`src/rtl/fetch_queue.sv`:
```
// fetch_queue: instruction prefetch queue with in-order memory responses and redirect flush.
// Define FETCH_QUEUE_BYPASS_EN to forward a response arriving at an empty queue straight onto inst_*.
module fetch_queue #(
  parameter int unsigned DEPTH    = 4,
  parameter logic [31:0] RESET_PC = 32'h2000
) (
  input  logic        clk,
  input  logic        reset,
  output logic        imem_req_valid,
  input  logic        imem_req_ready,
  output logic [31:0] imem_addr,
  input  logic        imem_resp_valid,
  input  logic [31:0] imem_resp_data,
  output logic        inst_valid,
  input  logic        inst_ready,
  output logic [31:0] inst_data,
  output logic [31:0] inst_pc,
  input  logic        redirect_valid,
  input  logic [31:0] redirect_pc
);
  localparam int unsigned AW = $clog2(DEPTH);
  localparam int unsigned CW = AW + 1;
  logic [31:0]   data_q [DEPTH];
  logic [31:0]   pc_q [DEPTH];
  logic [AW-1:0] head_q, head_d, tail_q, tail_d;
  logic [CW-1:0] count_q, count_d, inflight_q, inflight_d, discard_q, discard_d;
  logic [31:0]   addr_q, addr_d, resp_pc_q, resp_pc_d;
  logic          accept, resp_keep, bypass, push, pop, head_valid;
  assign head_valid     = count_q != '0;
  // inflight counts every outstanding response, including those already marked for discard
  assign imem_req_valid = reset && !redirect_valid &&
                          (({1'b0, count_q} + {1'b0, inflight_q}) < (CW+1)'(DEPTH));
  assign imem_addr      = addr_q;
  assign accept         = imem_req_valid && imem_req_ready;
  assign resp_keep      = reset && imem_resp_valid && discard_q == '0 && !redirect_valid;
`ifdef FETCH_QUEUE_BYPASS_EN
  assign bypass         = resp_keep && !head_valid;
`else
  assign bypass         = 1'b0;
`endif
  assign inst_valid     = head_valid || bypass;
  assign inst_data      = head_valid ? data_q[head_q] : bypass ? imem_resp_data : '0;
  assign inst_pc        = head_valid ? pc_q[head_q] : bypass ? resp_pc_q : '0;
  assign pop            = head_valid && inst_ready && !redirect_valid;
  assign push           = resp_keep && !(bypass && inst_ready);
  always_comb begin
    inflight_d = inflight_q + CW'(accept) - CW'(imem_resp_valid);
    addr_d     = redirect_valid ? redirect_pc : accept ? addr_q + 32'd4 : addr_q;
    resp_pc_d  = redirect_valid ? redirect_pc : resp_keep ? resp_pc_q + 32'd4 : resp_pc_q;
    discard_d  = redirect_valid ? inflight_d :
                 (imem_resp_valid && discard_q != '0) ? discard_q - CW'(1) : discard_q;
    count_d    = redirect_valid ? '0 : count_q + CW'(push) - CW'(pop);
    head_d     = redirect_valid ? '0 : head_q + AW'(pop);
    tail_d     = redirect_valid ? '0 : tail_q + AW'(push);
  end
  always_ff @(posedge clk or negedge reset) begin
    if (!reset) begin
      addr_q     <= RESET_PC;
      resp_pc_q  <= RESET_PC;
      count_q    <= '0;
      inflight_q <= '0;
      discard_q  <= '0;
      head_q     <= '0;
      tail_q     <= '0;
    end else begin
      addr_q     <= addr_d;
      resp_pc_q  <= resp_pc_d;
      count_q    <= count_d;
      inflight_q <= inflight_d;
      discard_q  <= discard_d;
      head_q     <= head_d;
      tail_q     <= tail_d;
    end
  end
  always_ff @(posedge clk) begin
    if (push) begin
      data_q[tail_q] <= imem_resp_data;
      pc_q[tail_q]   <= resp_pc_q;
    end
  end
endmodule

```
`config.mk`:
```
export PLATFORM = sky130hd
export DESIGN_NAME = fetch_queue
export DESIGN_NICKNAME = d
export VERILOG_FILES = /design/src/rtl/fetch_queue.sv
export SDC_FILE = /design/constraint.sdc
export NUM_CORES = 1
export LEC_CHECK = 0
export BUFFER_PORTS_ARGS = -buffer_cell sky130_fd_sc_hd__buf_2
export CELL_PAD_IN_SITES_DETAIL_PLACEMENT = 1
export CELL_PAD_IN_SITES_GLOBAL_PLACEMENT = 1
export CORE_MARGIN = 3
export CORE_UTILIZATION = 49
export CTS_CLUSTER_DIAMETER = 120
export DETAILED_ROUTE_END_ITERATION = 10
export HOLD_SLACK_MARGIN = 0.06
export PLACE_DENSITY = 0.76
export SKIP_LAST_GASP = 1
export SLEW_MARGIN = 20
export SYNTH_ARGS = -nofsm -noshare
export SYNTH_HDL_FRONTEND = slang
export SYNTH_SLANG_ARGS = --single-unit
```
`constraint.sdc`:
```
create_clock -name clk -period 6.6 [get_ports clk]
set_input_delay 0.33 -clock clk [delete_from_list [all_inputs] [get_ports clk]]
set_output_delay 0.33 -clock clk [all_outputs]
set_load 0.1 [all_outputs]
```
Word level (Yosys, flattened, before mapping). Memory sizes are Yosys's and may differ from the RTL's. Cells that the tools add are included.

$lt $le $gt $ge: 1. Add/sub/neg operators: 10. Reduce and logical (&&, ||, !) cells: 16. Muxes and demuxes: 13.

Operators by type and width (count): 32-bit 2-to-1 mux (6); 32-bit by 3-bit adder with 32-bit output, second input constant (2); 1-bit logical AND (9); 3-bit 2-to-1 mux (3); 3-bit by 1-bit adder with 3-bit output (2); 2-bit nonzero test (3); 3-bit nonzero test (2); 3-bit by 1-bit subtractor with 3-bit output (2); 2-bit by 1-bit adder with 2-bit output (2); 3-bit by 3-bit adder with 4-bit output (1); 4-bit by 3-bit less-than comparator with 1-bit output, second input constant (1); 2-bit 2-to-1 mux (2); 3-bit zero test (1); 3-bit by 1-bit subtractor with 3-bit output, second input constant (1); 1-bit 2-to-1 mux (2); 1-bit zero test (1).

Memories: 2. Bits in writable memories: 256. Flip-flop bits (word level): 77. Output and inout port bits: 98. Word-level logic and storage cells: 49. Input bits: 70.

Memories: data_q (words 4, width 32, read ports 1, clocked after memory_dff 0, write ports 1, line 23) `logic [31:0] data_q [DEPTH];`; pc_q (words 4, width 32, read ports 1, clocked after memory_dff 0, write ports 1, line 24) `logic [31:0] pc_q [DEPTH];`.

Longest topological paths before layout. Gate-level depths: netlist of run 1.

Word-level depth: 7. Depth in mapped cells: 13. Gate-level depth less buffers: 13.

Worst setup path after synthesis of run 1. OpenSTA, ideal clock, no wires.

Path type: flip-flop to flip-flop. Start: register discard_q[0]. End: memory data_q[0][0] (enable). Slack: 560 ps. Data arrival time: 5476 ps. Path buffers: 0. Stages on the path, launching flop included: 7. Cell sequence: dfrtp_1 inv_1 ha_1 nand4b_1 nor2_1 inv_1 nor3_1.

Longest elaborated chain between the ends: 5.

RTL lines: from (decl) (line 26) `logic [CW-1:0] count_q, count_d, inflight_q, inflight_d, discard_q, discard_d;`; from (signal assigned) (line 70) `discard_q <= discard_d;`; 3-bit zero test (line 35) `assign resp_keep = reset && imem_resp_valid && discard_q == '0 && !redirect_valid;`; 1-bit logical AND (2 in a row) (line 35); 1-bit 2-to-1 mux (line 76) `if (push) begin`; 1-bit 2-to-1 mux (implied by the code) (line 77) `data_q[tail_q] <= imem_resp_data;`; to (decl) (line 23).

Every way passes these cells.

Worst setup path in the final report of run 1.
Start: input port reset. End: register discard_q[2].

Longest elaborated chain between the ends: 6.

RTL lines: from (decl) (line 8) `input logic reset,`; 1-bit logical AND (2 in a row) (line 31) `assign imem_req_valid = reset && !redirect_valid &&`; 1-bit logical AND (line 34) `assign accept = imem_req_valid && imem_req_ready;`; 3-bit by 1-bit adder with 3-bit output (line 47) `inflight_d = inflight_q + CW'(accept) - CW'(imem_resp_valid);`; 3-bit by 1-bit subtractor with 3-bit output (line 47); via inflight_d[2] (line 26); 3-bit 2-to-1 mux (line 50) `discard_d = redirect_valid ? inflight_d :`.

The timed path passes the listed nets, and every way through them passes these cells. A chain may end at the register's enable or synchronous reset.

==> results, run 1 <==
- The share of the synthesized area in the top cell type is 0.552.
- The clock buffer count from CTS is 35.
- Of the cells placed in the final design, the portion with a size suffix greater than 1 is 0.320.
- In the routed design, unresolved DRC markers number 0.
- The critical path launch point type is an input pin.
- The number of pins exceeding their max-slew limit in the final report is 0.
- After synthesis, the largest family of logic cells by area is multiplexers.
- The number of buffers on the longest clock path is 3.
- The number of antenna violations at the first check in global routing was 0.
- The via count of the first global-routing pass is 8702.
- TritonCTS built the clock tree.
- For the worst-skew pair, the clock arrives at the later sink with an insertion delay of 0.51 ns.
- The number of max-cap violations is 0.
- Once routing completed, OpenROAD measured the worst setup slack at 2.88 ns.
- Of the total synthesized cell area, the portion taken by XOR and XNOR cells is 0.0340.
- The final critical-path share of the clock period is 0.563.
- The sum of overflow across all layers after global routing is 0.
- The flow ran to the end, and the final reports show no timing, DRC or antenna violations.
- The final weighted congestion in routability-driven placement is 0.791.
- Of all nets on the critical path, the largest fanout is 51.
- The iteration count of the initial detailed-routing pass is 5.
- The relative slew slack is 0.372.
- In this run the remaining antenna-violating nets after routing total 0.
- The repair_antennas step left the layout with diodes totalling 0.
- Yosys mapped a number of flops with a built-in enable equal to 256.
- The tightest min-delay check is of the in2reg type.
- The net count of the mapped netlist is 921.
- Of the total synthesized cell area, the portion taken by full adders, half adders and majority gates is 0.0137.
- The worst-case vdd ir drop is 0.000185 V.
- The die covers 0.0305 mm^2.
- The quantity of I/O buffers inserted on ports is 167.
- The horizontal extent of the die is 175 um.
- The slew at the pin with the worst max-slew slack is 0.939 ns.
- The first routing iteration left 460 violations.
- The most frequent cell after synthesis is sky130_fd_sc_hd__edfxtp_1.
- The type of the worst setup path is in2reg.
- The netlist uses 46 different library cells.
- Pin placement for this block handled 168 I/O pins.
- The clock slew seen by the registers of the worst setup and hold paths is 0.06 ns.
- By count the netlist is led by sky130_fd_sc_hd__edfxtp_1, sky130_fd_sc_hd__dfrtp_1, sky130_fd_sc_hd__and2_1.
- After synthesis, the cell types taking the most area are sky130_fd_sc_hd__edfxtp_1, sky130_fd_sc_hd__dfrtp_1, sky130_fd_sc_hd__mux4_2, sky130_fd_sc_hd__and2_1, sky130_fd_sc_hd__mux2_2.
- The sum of negative setup slack is 0 ns.
- Measured along the y axis, the die boundary spans 175 um.
- Setup repair after global routing left no endpoint under its margin.
- The library cell used as clock root buffer is sky130_fd_sc_hd__clkbuf_16.
- The post-placement setup slack is 2.90 ns.
- The post-cts resize count is 0.
- The largest area contributor in the synthesized netlist is sky130_fd_sc_hd__edfxtp_1.
- The maximum clock frequency is 269 MHz.
- The fraction of registers with async set or reset after synthesis is 0.231.
- The number of nets in the final layout is 1125.
- STA classifies the critical path endpoint as a flip-flop.
- The maximum number of pins on one net before global-route repair is 71.
- The number of failing hold endpoints at the final stage came to 0.
- The most used flip-flop cell after synthesis is sky130_fd_sc_hd__edfxtp_1.
- After detailed routing, the number of vias per cell comes to 5.51.
- The endpoint arrival time on the critical path is 4.13 ns.
- For the finished layout, the period the worst path requires is 3.72 ns.
- The clock tree synthesis step divided the H-tree into 2 levels.
- Measured against the total synthesized area, the mux share comes to 0.129.
- The summed instance area of the synthesized netlist is 0.0139 mm^2.
- The final-report setup violation count is 0.
- Data on the critical path is required at its endpoint by 7.01 ns.
- The placement row count is 61.
- For this run, the number of Yosys warnings is 0.
- The global-route wire length before repair is 49300 um.
- The total number of vias is 7931.
- The fraction of the yosys area taken by sequential cells is 0.691.
- In this run, synthesis produced a sequential element count of 333.
- The placed wire-length estimate after detailed placement is 19300 um.
- The area of the placeable core is 0.0279 mm^2.
- Synthesis produced a netlist whose cell count is 837.
- The compound-cell area share of the yosys netlist came to 0.0207.
- The aggregate global-route resource usage is 0.206.
- The total power density per cell area is 402 mW/mm^2.
- The tree built by TritonCTS fans out to 333 sinks.
- The routed design has 30900 um of wire.
- The routed length per placed instance is 21.5 um.
- The analysis attributes to cell leakage a power of 0.00600 uW.
- Of the total synthesized cell area, the portion taken by AND, OR, NAND and NOR gates is 0.0953.
- The starting density of the core is 0.500.
- The signed area change from the synthesized netlist to the final layout is 18.7%.
- The worst clock skew on the final layout is 0.0182 ns.
- Dividing the synthesized area by the synthesized cell count gives 16.6 um^2.
cell usage in the layout, fill, tap and decap left out, drive strengths merged, types with 22 or more instances in the layout:
master / count
nor2: 27
dlygate4sd3: 25
and2: 70
mux4: 64
dfrtp: 75
mux2: 30
nand4: 29
inv: 22
edfxtp: 256
clkbuf: 43
nand2: 32
xnor2: 33
buf: 181
final cells by class:
type	count	area [um^2]
clock inverters	14	97.6
flip-flops and latches	333	9620
clock buffers	43	936
inverters	21	78.8
fillers	2583	11300
repair buffers	206	1210
well taps	378	473
multi-input cells	444	4110
registers in the layout, summed over array words and instances (netlist names):
signal	flops
inflight_q	3
count_q	3
resp_pc_q	32
head_q	2
tail_q	2
discard_q	3
pc_q	128
imem_addr	32
data_q	128
stage by stage:
step	area [um^2]	util	total power, uW	hold WS (ns)	std cells
floorplan	13900	-	4450	0.0344	837
global placement	15200	0.546	4850	0.411	1356
detailed placement	15200	0.546	4890	0.416	1356
CTS	16500	0.592	6700	0.0601	1437
global route	16500	0.593	6910	0.0661	1439
finish	16500	0.593	6640	0.0735	1439
cells by family after synthesis:
group	Yosys count
buffers and inverters	60
adders and majority gates	14
xor gates and xnor gates	54
AOI/OAI and AO/OA	47
DFF	333
muxes	96
and+or+nand+nor	233
path summary, 6_finish.rpt:
path,from,end,slack (ns),cells after the start
max,reset,discard_q[2]$_DFFE_PN0P_,2.88,14
min in group asynchronous,reset,imem_addr[15]$_DFFE_PN0N_,0.39,2
min reg2reg,resp_pc_q[1]$_DFFE_PN0P_,pc_q[0][1]$_DFFE_PP_,0.52,0
max in group asynchronous,reset,head_q[0]$_DFF_PN0_,5.26,3
min,imem_resp_data[11],data_q[2][11]$_DFFE_PP_,0.07,1
max reg2reg,count_q[2]$_DFF_PN0_,discard_q[2]$_DFFE_PN0P_,3.11,13
worst max-delay path: stages:
cell	delay, ns
sky130_fd_sc_hd__dlygate4sd3_1	0.52
sky130_fd_sc_hd__buf_4	0.52
sky130_fd_sc_hd__or4b_1	0.58
sky130_fd_sc_hd__nor4b_2	0.25
sky130_fd_sc_hd__buf_4	0.26
sky130_fd_sc_hd__inv_1	0.06
sky130_fd_sc_hd__ha_1	0.27
sky130_fd_sc_hd__inv_1	0.04
sky130_fd_sc_hd__ha_1	0.18
sky130_fd_sc_hd__fa_1	0.40
sky130_fd_sc_hd__xnor2_1	0.25
sky130_fd_sc_hd__xnor2_1	0.22
sky130_fd_sc_hd__nand2_1	0.10
sky130_fd_sc_hd__o21ai_0	0.10
where the power goes:
group	switching (uW)	internal [uW]	total (uW)
Combinational	1900	458	2350
Sequential	127	2370	2500
Clock	754	1040	1790
metal layers:
metal	part of all wire	wire length [um]	vias up	track usage
met4	0.017	529	0	0.0479
met5	0	0	-	0
met1	0.45	13800	4098	0.284
met3	0.045	1400	36	0.0347
li1	-	-	3597	-
met2	0.49	15200	200	0.350
what timing repair did:
item,in CTS,in global routing
hold endpoints to repair,133,3
setup endpoints to repair,0,0
hold buffers,24,1
buffers inserted,0,0
Power figures use the tool's default switching activity.
==> inputs of run 2 (changes only) <==
clock period = 3.7 ns   (was 6.6 ns; I/O delays follow)
==> run 2 against run 1 <==
Net effect: critical path depth is 2 lower; final area grew 2.9%; sequential cell count stayed put; first-iteration DRC count rose by 21%; sequential power up 78%; critical endpoint unchanged; register-to-register slack got worse by 2.6 ns.
==> results, run 2 (synthesis results as in run 1) <==
- The TritonCTS clock tree is yes.
- The slew at the pin with the worst max-slew slack was 0.803 ns (-0.136 ns).
- The number of nets in the final layout is 1164 (+3.5%).
- The worst-case vdd ir drop came to 0.000411 V (+120%).
- The total power density per cell area is 710 mW/mm^2 (+77%).
- The largest registers in the layout are data_q: 128 flops, pc_q: 128 flops.
- The number of antenna diodes is 0 (unchanged).
- The total wire length after detailed routing is 32300 um (+4.3%).
- The library cell used as clock root buffer is sky130_fd_sc_hd__clkbuf_16.
- The full die area was 0.0305 mm^2 (unchanged).
- The area taken by flip-flops and latches came to 0.00962 mm^2 (unchanged).
- The clock buffer count from CTS is 34 (-2.9%).
- The most numerous cell type found on the critical path is sky130_fd_sc_hd__ha_1.
- The highest-delay cell along the critical path is sky130_fd_sc_hd__or4b_1.
- The critical path launch point type is a flip-flop.
- The required time at the endpoint of the critical path was 4.10 ns (-2.91 ns).
- The static power due to leakage is 0.00620 uW (+3.3%).
- The logic depth of the worst register-to-register path came to 12 (-1).
- The maximum clock frequency is 309 MHz.
- The endpoint arrival time on the critical path is 3.63 ns (-0.50 ns).
- Setup repair after global routing left no endpoint under its margin.
- The number of buffers on the longest clock path came to 3 (unchanged).
- The placement row count is 61 (unchanged).
- The number of stages on the worst setup path is 12 (-2).
- The clock slew seen by the registers of the worst setup and hold paths came to 0.06 ns (about the same).
- The via count of the first global-routing pass is 8928 (+2.6%).
- The placed wire-length estimate after detailed placement is 20000 um (+3.3%).
- The area of the placeable core was 0.0279 mm^2 (unchanged).
- The sum of overflow across all layers after global routing is 0 (unchanged).
- The most frequent standard cell in the layout excluding fill and tap cells is sky130_fd_sc_hd__edfxtp_1.
- The final-report setup violation count is 0 (unchanged).
- The final critical-path share of the clock period is 0.874.
- In the layout the commonest cells are sky130_fd_sc_hd__edfxtp_1, sky130_fd_sc_hd__buf_2, sky130_fd_sc_hd__dfrtp_1, sky130_fd_sc_hd__and2_1, sky130_fd_sc_hd__mux4_2.
- The number of nets with antenna violations after detailed routing was 0 (unchanged).
- The maximum net fanout on the critical path is 3 (-94%).
- The total number of vias is 8139 (+2.6%).
- The critical path capture point type is a flip-flop.
- The number of filler cells placed in the layout is 2590 (+0.27%).
- The number of H-tree levels is 2 (unchanged).
- The cell depth of the worst min-delay path was 3 (+2).
- The relative slew slack is 0.464 (+0.0923).
- The routed length per placed instance is 21.8 um (+1.3%).
- The sum of negative setup slack came to 0 ns (unchanged).
- The number of failing hold endpoints at the final stage was 0 (unchanged).
- The proportion of layout cells with a drive suffix above 1 was 0.311 (-0.00976).
- In this design, the largest share of critical-path delay is due to adder cells.
- The starting density of the core was 0.500 (unchanged).
- The worst hold-check slack is 0.105 ns (+0.0314 ns).
- The aggregate global-route resource usage is 0.214 (+0.00785).
- The initial DRC count came to 556 (+21%).
- The biggest cell delay along the critical path came to 0.59 ns (about the same).
- The flow ran to the end, and the final reports show no timing, DRC or antenna violations.
- The post-cts resize count was 0 (unchanged).
- The number of buffers inserted to repair setup after CTS came to 0 (unchanged).
- The area growth from synthesis to layout is 22.1%.
- The global-route wire length before repair is 51000 um (+3.4%).
- The number of clock sinks was 333 (unchanged).
- The type of the most critical hold path is in2reg.
- The number of antenna violations at the first check in global routing came to 0 (unchanged).
- The post-placement cell count is 1362 (+0.44%).
- The type of the worst setup path is reg2reg.
- The critical path goes through ha_1 > or4b_1 > nor4b_2 > inv_1 > ha_1 > inv_1 > ha_1 > fa_1 > xnor2_1 > xnor2_1 > nand2_1 > o21ai_0.
- The area of the multi-input gates is 0.00411 mm^2 (+0.15%).
- The horizontal extent of the die is 175 um (unchanged).
- The iteration count of the initial detailed-routing pass is 5 (unchanged).
- The post-layout instance count excluding filler cells is 1482 (+3.0%).
- The number of buffers and inverters on the critical path came to 2 (-3).
- The worst clock skew on the final layout came to 0.0142 ns (-0.00394 ns).
- The number of max-cap violations was 0 (unchanged).
- The height of the die came to 175 um (unchanged).
- The quantity of I/O buffers inserted on ports is 167 (unchanged).
- The clock latency on the worst-skew pair came to 0.50 ns (about the same).
- The via-per-instance ratio is 5.49 (-0.35%).
- The routed design could run at a clock period as short as 3.23 ns.
- The number of I/O pins is 168 (unchanged).
- The residual DRC count is 0 (unchanged).
- The number of pins exceeding their max-slew limit in the final report is 0 (unchanged).
- The count of hold buffers inserted by post-cts repair is 60 (+150%).
- The final weighted congestion in routability-driven placement is 0.762 (-3.6%).
- The maximum number of pins on one net before global-route repair is 70 (-1.4%).
[run 2: cell count changes in the layout (fill, tap and decap cells not counted)]
cell	before	now
sky130_fd_sc_hd__bufinv_16	1	4
sky130_fd_sc_hd__clkinv_1	5	6
sky130_fd_sc_hd__clkbuf_8	3	0
sky130_fd_sc_hd__nor3_2	1	0
sky130_fd_sc_hd__clkinvlp_4	2	0
sky130_fd_sc_hd__buf_16	1	0
sky130_fd_sc_hd__clkbuf_1	5	9
sky130_fd_sc_hd__buf_4	14	16
sky130_fd_sc_hd__dlygate4sd3_1	25	60
sky130_fd_sc_hd__buf_12	0	4
sky130_fd_sc_hd__nor3_4	0	1
[run 2: area by class of cell]
type                            instances  area share
Sequential cell                       333       0.566
Multi-Input combinational cell        444       0.242
Timing Repair Buffer                  246      0.0960
Clock buffer                           44      0.0535
Tap cell                              378      0.0278
Clock inverter                         16      0.0104
Inverter                               21     0.00464
[run 2: worst paths after layout]
path	slack [ns]	start	to
min in group asynchronous	0.13	reset	discard_q[0]$_DFFE_PN0P_
min reg2reg	0.54	resp_pc_q[0]$_DFFE_PN0P_	pc_q[3][0]$_DFFE_PP_
max reg2reg	0.47	count_q[2]$_DFF_PN0_	discard_q[2]$_DFFE_PN0P_
min	0.10	redirect_pc[17]	imem_addr[17]$_DFFE_PN0N_
max	0.47	count_q[2]$_DFF_PN0_	discard_q[2]$_DFFE_PN0P_
max in group asynchronous	2.73	reset	imem_addr[23]$_DFFE_PN0N_
[run 2: through the flow]
step | instance area (um^2) | setup slack, ns | util | total power [uW]
floorplan | 13900 | 0.180 | - | 7940
global placement | 15300 | 0.645 | 0.550 | 8670
detailed placement | 15300 | 0.558 | 0.550 | 8750
CTS | 17000 | 0.437 | 0.610 | 12200
global route | 17000 | 0.229 | 0.610 | 12500
finish | 17000 | 0.466 | 0.610 | 12100
[run 2: report_power, final]
| group | switching, uW | internal (uW) |
|---|---|---|
| sequential | 210 | 4230 |
| clock | 1350 | 2010 |
| combinational | 3420 | 854 |
| total | 4980 | 7100 |
[run 2: per-layer routing]
layer / global-route usage / wire [um]
met5: 0 / 0
met4: 0.0419 / 459
met2: 0.369 / 16200
met3: 0.0334 / 1420
met1: 0.295 / 14200
[run 2: worst reg2reg max path: cells and delay by family (launching register included)]
family / cells / cell delay [ns]
xor+xnor: 2 / 0.34
buf+inv: 2 / 0.12
compound gates: 1 / 0.14
simple gates: 3 / 0.97
fa+ha+maj: 4 / 1.16
flops: 1 / 0.40
==> inputs of run 3 (changes only) <==
CORE_UTILIZATION = 35   (was 49)
PLACE_DENSITY = 0.57   (was 0.76)
clock period = 3.8 ns   (was 3.7 ns; I/O delays follow)
==> run 3 against run 2 <==
Net effect: clock power about the same; maximum frequency increased by 4.2%; first-iteration DRC count down 48%; via count shrank 1.4%; routed wire length up 1.7%; critical path type unchanged; highest routed layer unchanged.
==> results, run 3 (synthesis results as in run 1) <==
- The run finished with clean final reports.
- The number of clock sinks is 333 (unchanged).
- The number of nets with antenna violations after detailed routing is 0 (unchanged).
- STA classifies the critical path endpoint as a flip-flop.
- The starting density of the core is 0.357 (-0.143).
- The number of buffers and inverters on the critical path is 2 (unchanged).
- The library cell used as clock root buffer is sky130_fd_sc_hd__clkbuf_16.
- The placed wire-length estimate after detailed placement is 20900 um (+4.9%).
- The endpoint of the lowest-slack register-to-register path is discard_q[2]$_DFFE_PN0P_.
- The global-route wire length before repair is 51100 um (+0.19%).
- The number of pins exceeding their max-slew limit in the final report is 0 (unchanged).
- Setup repair after global routing left no endpoint under its margin.
- In the layout the commonest cells are sky130_fd_sc_hd__edfxtp_1, sky130_fd_sc_hd__buf_2, sky130_fd_sc_hd__dfrtp_1, sky130_fd_sc_hd__and2_1, sky130_fd_sc_hd__mux4_2.
- The sum of overflow across all layers after global routing is 0 (unchanged).
- The logic depth of the worst register-to-register path is 12 (unchanged).
- The highest-delay cell along the critical path is sky130_fd_sc_hd__or4b_1.
- The proportion of layout cells with a drive suffix above 1 is 0.313 (+0.00221).
- The relative slew slack is 0.448 (-0.0163).
- The horizontal extent of the die is 205 um (+18%).
- The critical path starts at count_q[2]$_DFF_PN0_.
- STA classifies the critical path startpoint as a flip-flop.
- The final critical-path share of the clock period is 0.817 (-0.0576).
- The maximum net fanout on the critical path is 3 (unchanged).
- The clock slew seen by the registers of the worst setup and hold paths is 0.06 ns (about the same).
- The total power density per cell area came to 687 mW/mm^2 (-3.3%).
- The number of filler cells placed in the layout is 3858 (+49%).
- The placement row count is 72 (+18%).
- The number of I/O pins is 168 (unchanged).
- In the final layout, the registers with the most flip-flops are data_q: 128 flops, pc_q: 128 flops.
- The share of the core filled with cells was 0.442 (-0.168).
- The aggregate global-route resource usage was 0.157 (-0.0567).
- The number of buffers inserted to repair setup after CTS came to 0 (unchanged).
- The shortest clock period the worst path allows after layout is 3.10 ns (-0.131 ns).
- The number of antenna violations at the first check in global routing came to 0 (unchanged).
- The total number of vias is 8021 (-1.4%).
- The kind of cell with the highest combined delay on the critical path is adder cells.
- In this design, the critical path's most frequently occurring cell is sky130_fd_sc_hd__ha_1.
- The maximum clock frequency is 322 MHz (+4.2%).
- In this run the worst hold path is classified as in2async.
- The sum of negative setup slack is 0 ns (unchanged).
- The total wire length after detailed routing is 32800 um (+1.7%).
- The number of nets in the final layout was 1168 (+0.34%).
- The via count of the first global-routing pass is 8679 (-2.8%).
- The worst path setup slack after routing is 0.697 ns (+0.231 ns).
- The TritonCTS clock tree is yes.
- The startpoint identified for the worst register-to-register timing path is count_q[2]$_DFF_PN0_.
- The number of antenna diodes came to 0 (unchanged).
- The worst setup path is of the reg2reg kind.
- The iteration count of the initial detailed-routing pass is 4 (-1).
- The final weighted congestion in routability-driven placement came to 0.749 (-1.8%).
- The via-per-instance ratio came to 4.93 (-10%).
- The most frequent standard cell in the layout excluding fill and tap cells is sky130_fd_sc_hd__edfxtp_1.
- The clock buffer count from CTS is 37 (+8.8%).
- The maximum number of pins on one net before global-route repair was 70 (unchanged).
- The quantity of I/O buffers inserted on ports was 167 (unchanged).
- The height of the die is 205 um (+18%).
- The worst clock skew on the final layout is 0.0140 ns (-0.000216 ns).
- The post-placement cell count is 1503 (+10%).
- The initial DRC count is 289 (-48%).
- The biggest cell delay along the critical path is 0.59 ns (about the same).
- The routed length per placed instance is 20.2 um (-7.4%).
- The full die area is 0.0422 mm^2 (+39%).
- The worst hold-check slack was 0.0945 ns (-0.0105 ns).
- The clock latency on the worst-skew pair is 0.52 ns (+0.02 ns).
- The number of buffers on the longest clock path is 3 (unchanged).
- The slew at the pin with the worst max-slew slack was 0.828 ns (+0.0244 ns).
- The required time at the endpoint of the critical path came to 4.23 ns (+0.13 ns).
- The number of failing hold endpoints at the final stage came to 0 (unchanged).
- The static power due to leakage came to 0.00623 uW (+0.48%).
- The number of stages on the worst setup path is 12 (unchanged).
- The reg2reg setup slack is 0.70 ns (+0.23 ns).
- The signed area change from the synthesized netlist to the final layout is 23.9%.
- The endpoint arrival time on the critical path is 3.53 ns (-0.10 ns).
- The residual DRC count is 0 (unchanged).
- The number of max-cap violations is 0 (unchanged).
- The post-layout instance count excluding filler cells is 1627 (+9.8%).
- The area of the placeable core was 0.0390 mm^2 (+40%).
- Traced cell by cell, the critical path runs through ha_1 > or4b_1 > nor4b_2 > inv_1 > ha_1 > inv_1 > ha_1 > fa_1 > xnor2_1 > xnor2_1 > nand2_1 > o21ai_0.
- The final-report setup violation count is 0 (unchanged).
- The post-cts resize count is 0 (unchanged).
- The number of H-tree levels is 2 (unchanged).
- The worst-case vdd ir drop was 0.000380 V (-7.6%).
- The post-placement setup slack is 0.690 ns (+0.133 ns).
-- run 3: cell type report --
type / count / area (um^2) / area share
tap: 518 / 648 / 0.0376
timing repair buffer: 247 / 1650 / 0.0957
inverter: 21 / 78.8 / 0.00457
clock buffer: 51 / 1020 / 0.0592
multi-input combinational: 444 / 4110 / 0.238
clock inverter: 13 / 116 / 0.00675
sequential: 333 / 9620 / 0.558
-- run 3: how the worst max path moves through the flow --
stage,endpoint
floorplan,imem_req_valid
CTS,discard_q[2]$_DFFE_PN0P_
global route,discard_q[2]$_DFFE_PN0P_
global placement,discard_q[2]$_DFFE_PN0P_
finish,discard_q[2]$_DFFE_PN0P_
detailed placement,discard_q[2]$_DFFE_PN0P_
-- run 3: report_power, final --
part / internal (uW) / switching (uW) / leakage [uW]
logic: 832 / 3290 / 0.00248
registers: 4120 / 217 / 0.00320
clock network: 2010 / 1380 / 0.000554
-- run 3: worst reg2reg max path, cell delays in order, from the launching register on --
cell,delay (ns)
sky130_fd_sc_hd__dfrtp_1,0.40
sky130_fd_sc_hd__ha_1,0.29
sky130_fd_sc_hd__or4b_1,0.59
sky130_fd_sc_hd__nor4b_2,0.29
sky130_fd_sc_hd__inv_1,0.07
sky130_fd_sc_hd__ha_1,0.27
sky130_fd_sc_hd__inv_1,0.04
sky130_fd_sc_hd__ha_1,0.18
sky130_fd_sc_hd__fa_1,0.39
sky130_fd_sc_hd__xnor2_1,0.19
sky130_fd_sc_hd__xnor2_1,0.16
sky130_fd_sc_hd__nand2_1,0.07
sky130_fd_sc_hd__o21ai_0,0.09
-- run 3: layer usage --
layer	track usage	wire, um	up-vias
li1	-	-	3697
met1	0.219	15200	4124
met2	0.258	15700	160
met3	0.0275	1280	40
met4	0.0393	581	0
met5	0	0	-
-- run 3: timing repair --
item,4_1_cts,5_1_grt
hold buffers,60,0
hold endpoints to repair,200,0
endpoints found under the setup margin,0,0
-- run 3: through the flow --
stage,total power [uW],cell area (um^2)
2_1_floorplan,7730,13900
3_3_place_gp,8520,15500
6_report,11900,17200
5_1_grt,12400,17200
3_5_place_dp,8560,15500
4_1_cts,12100,17200
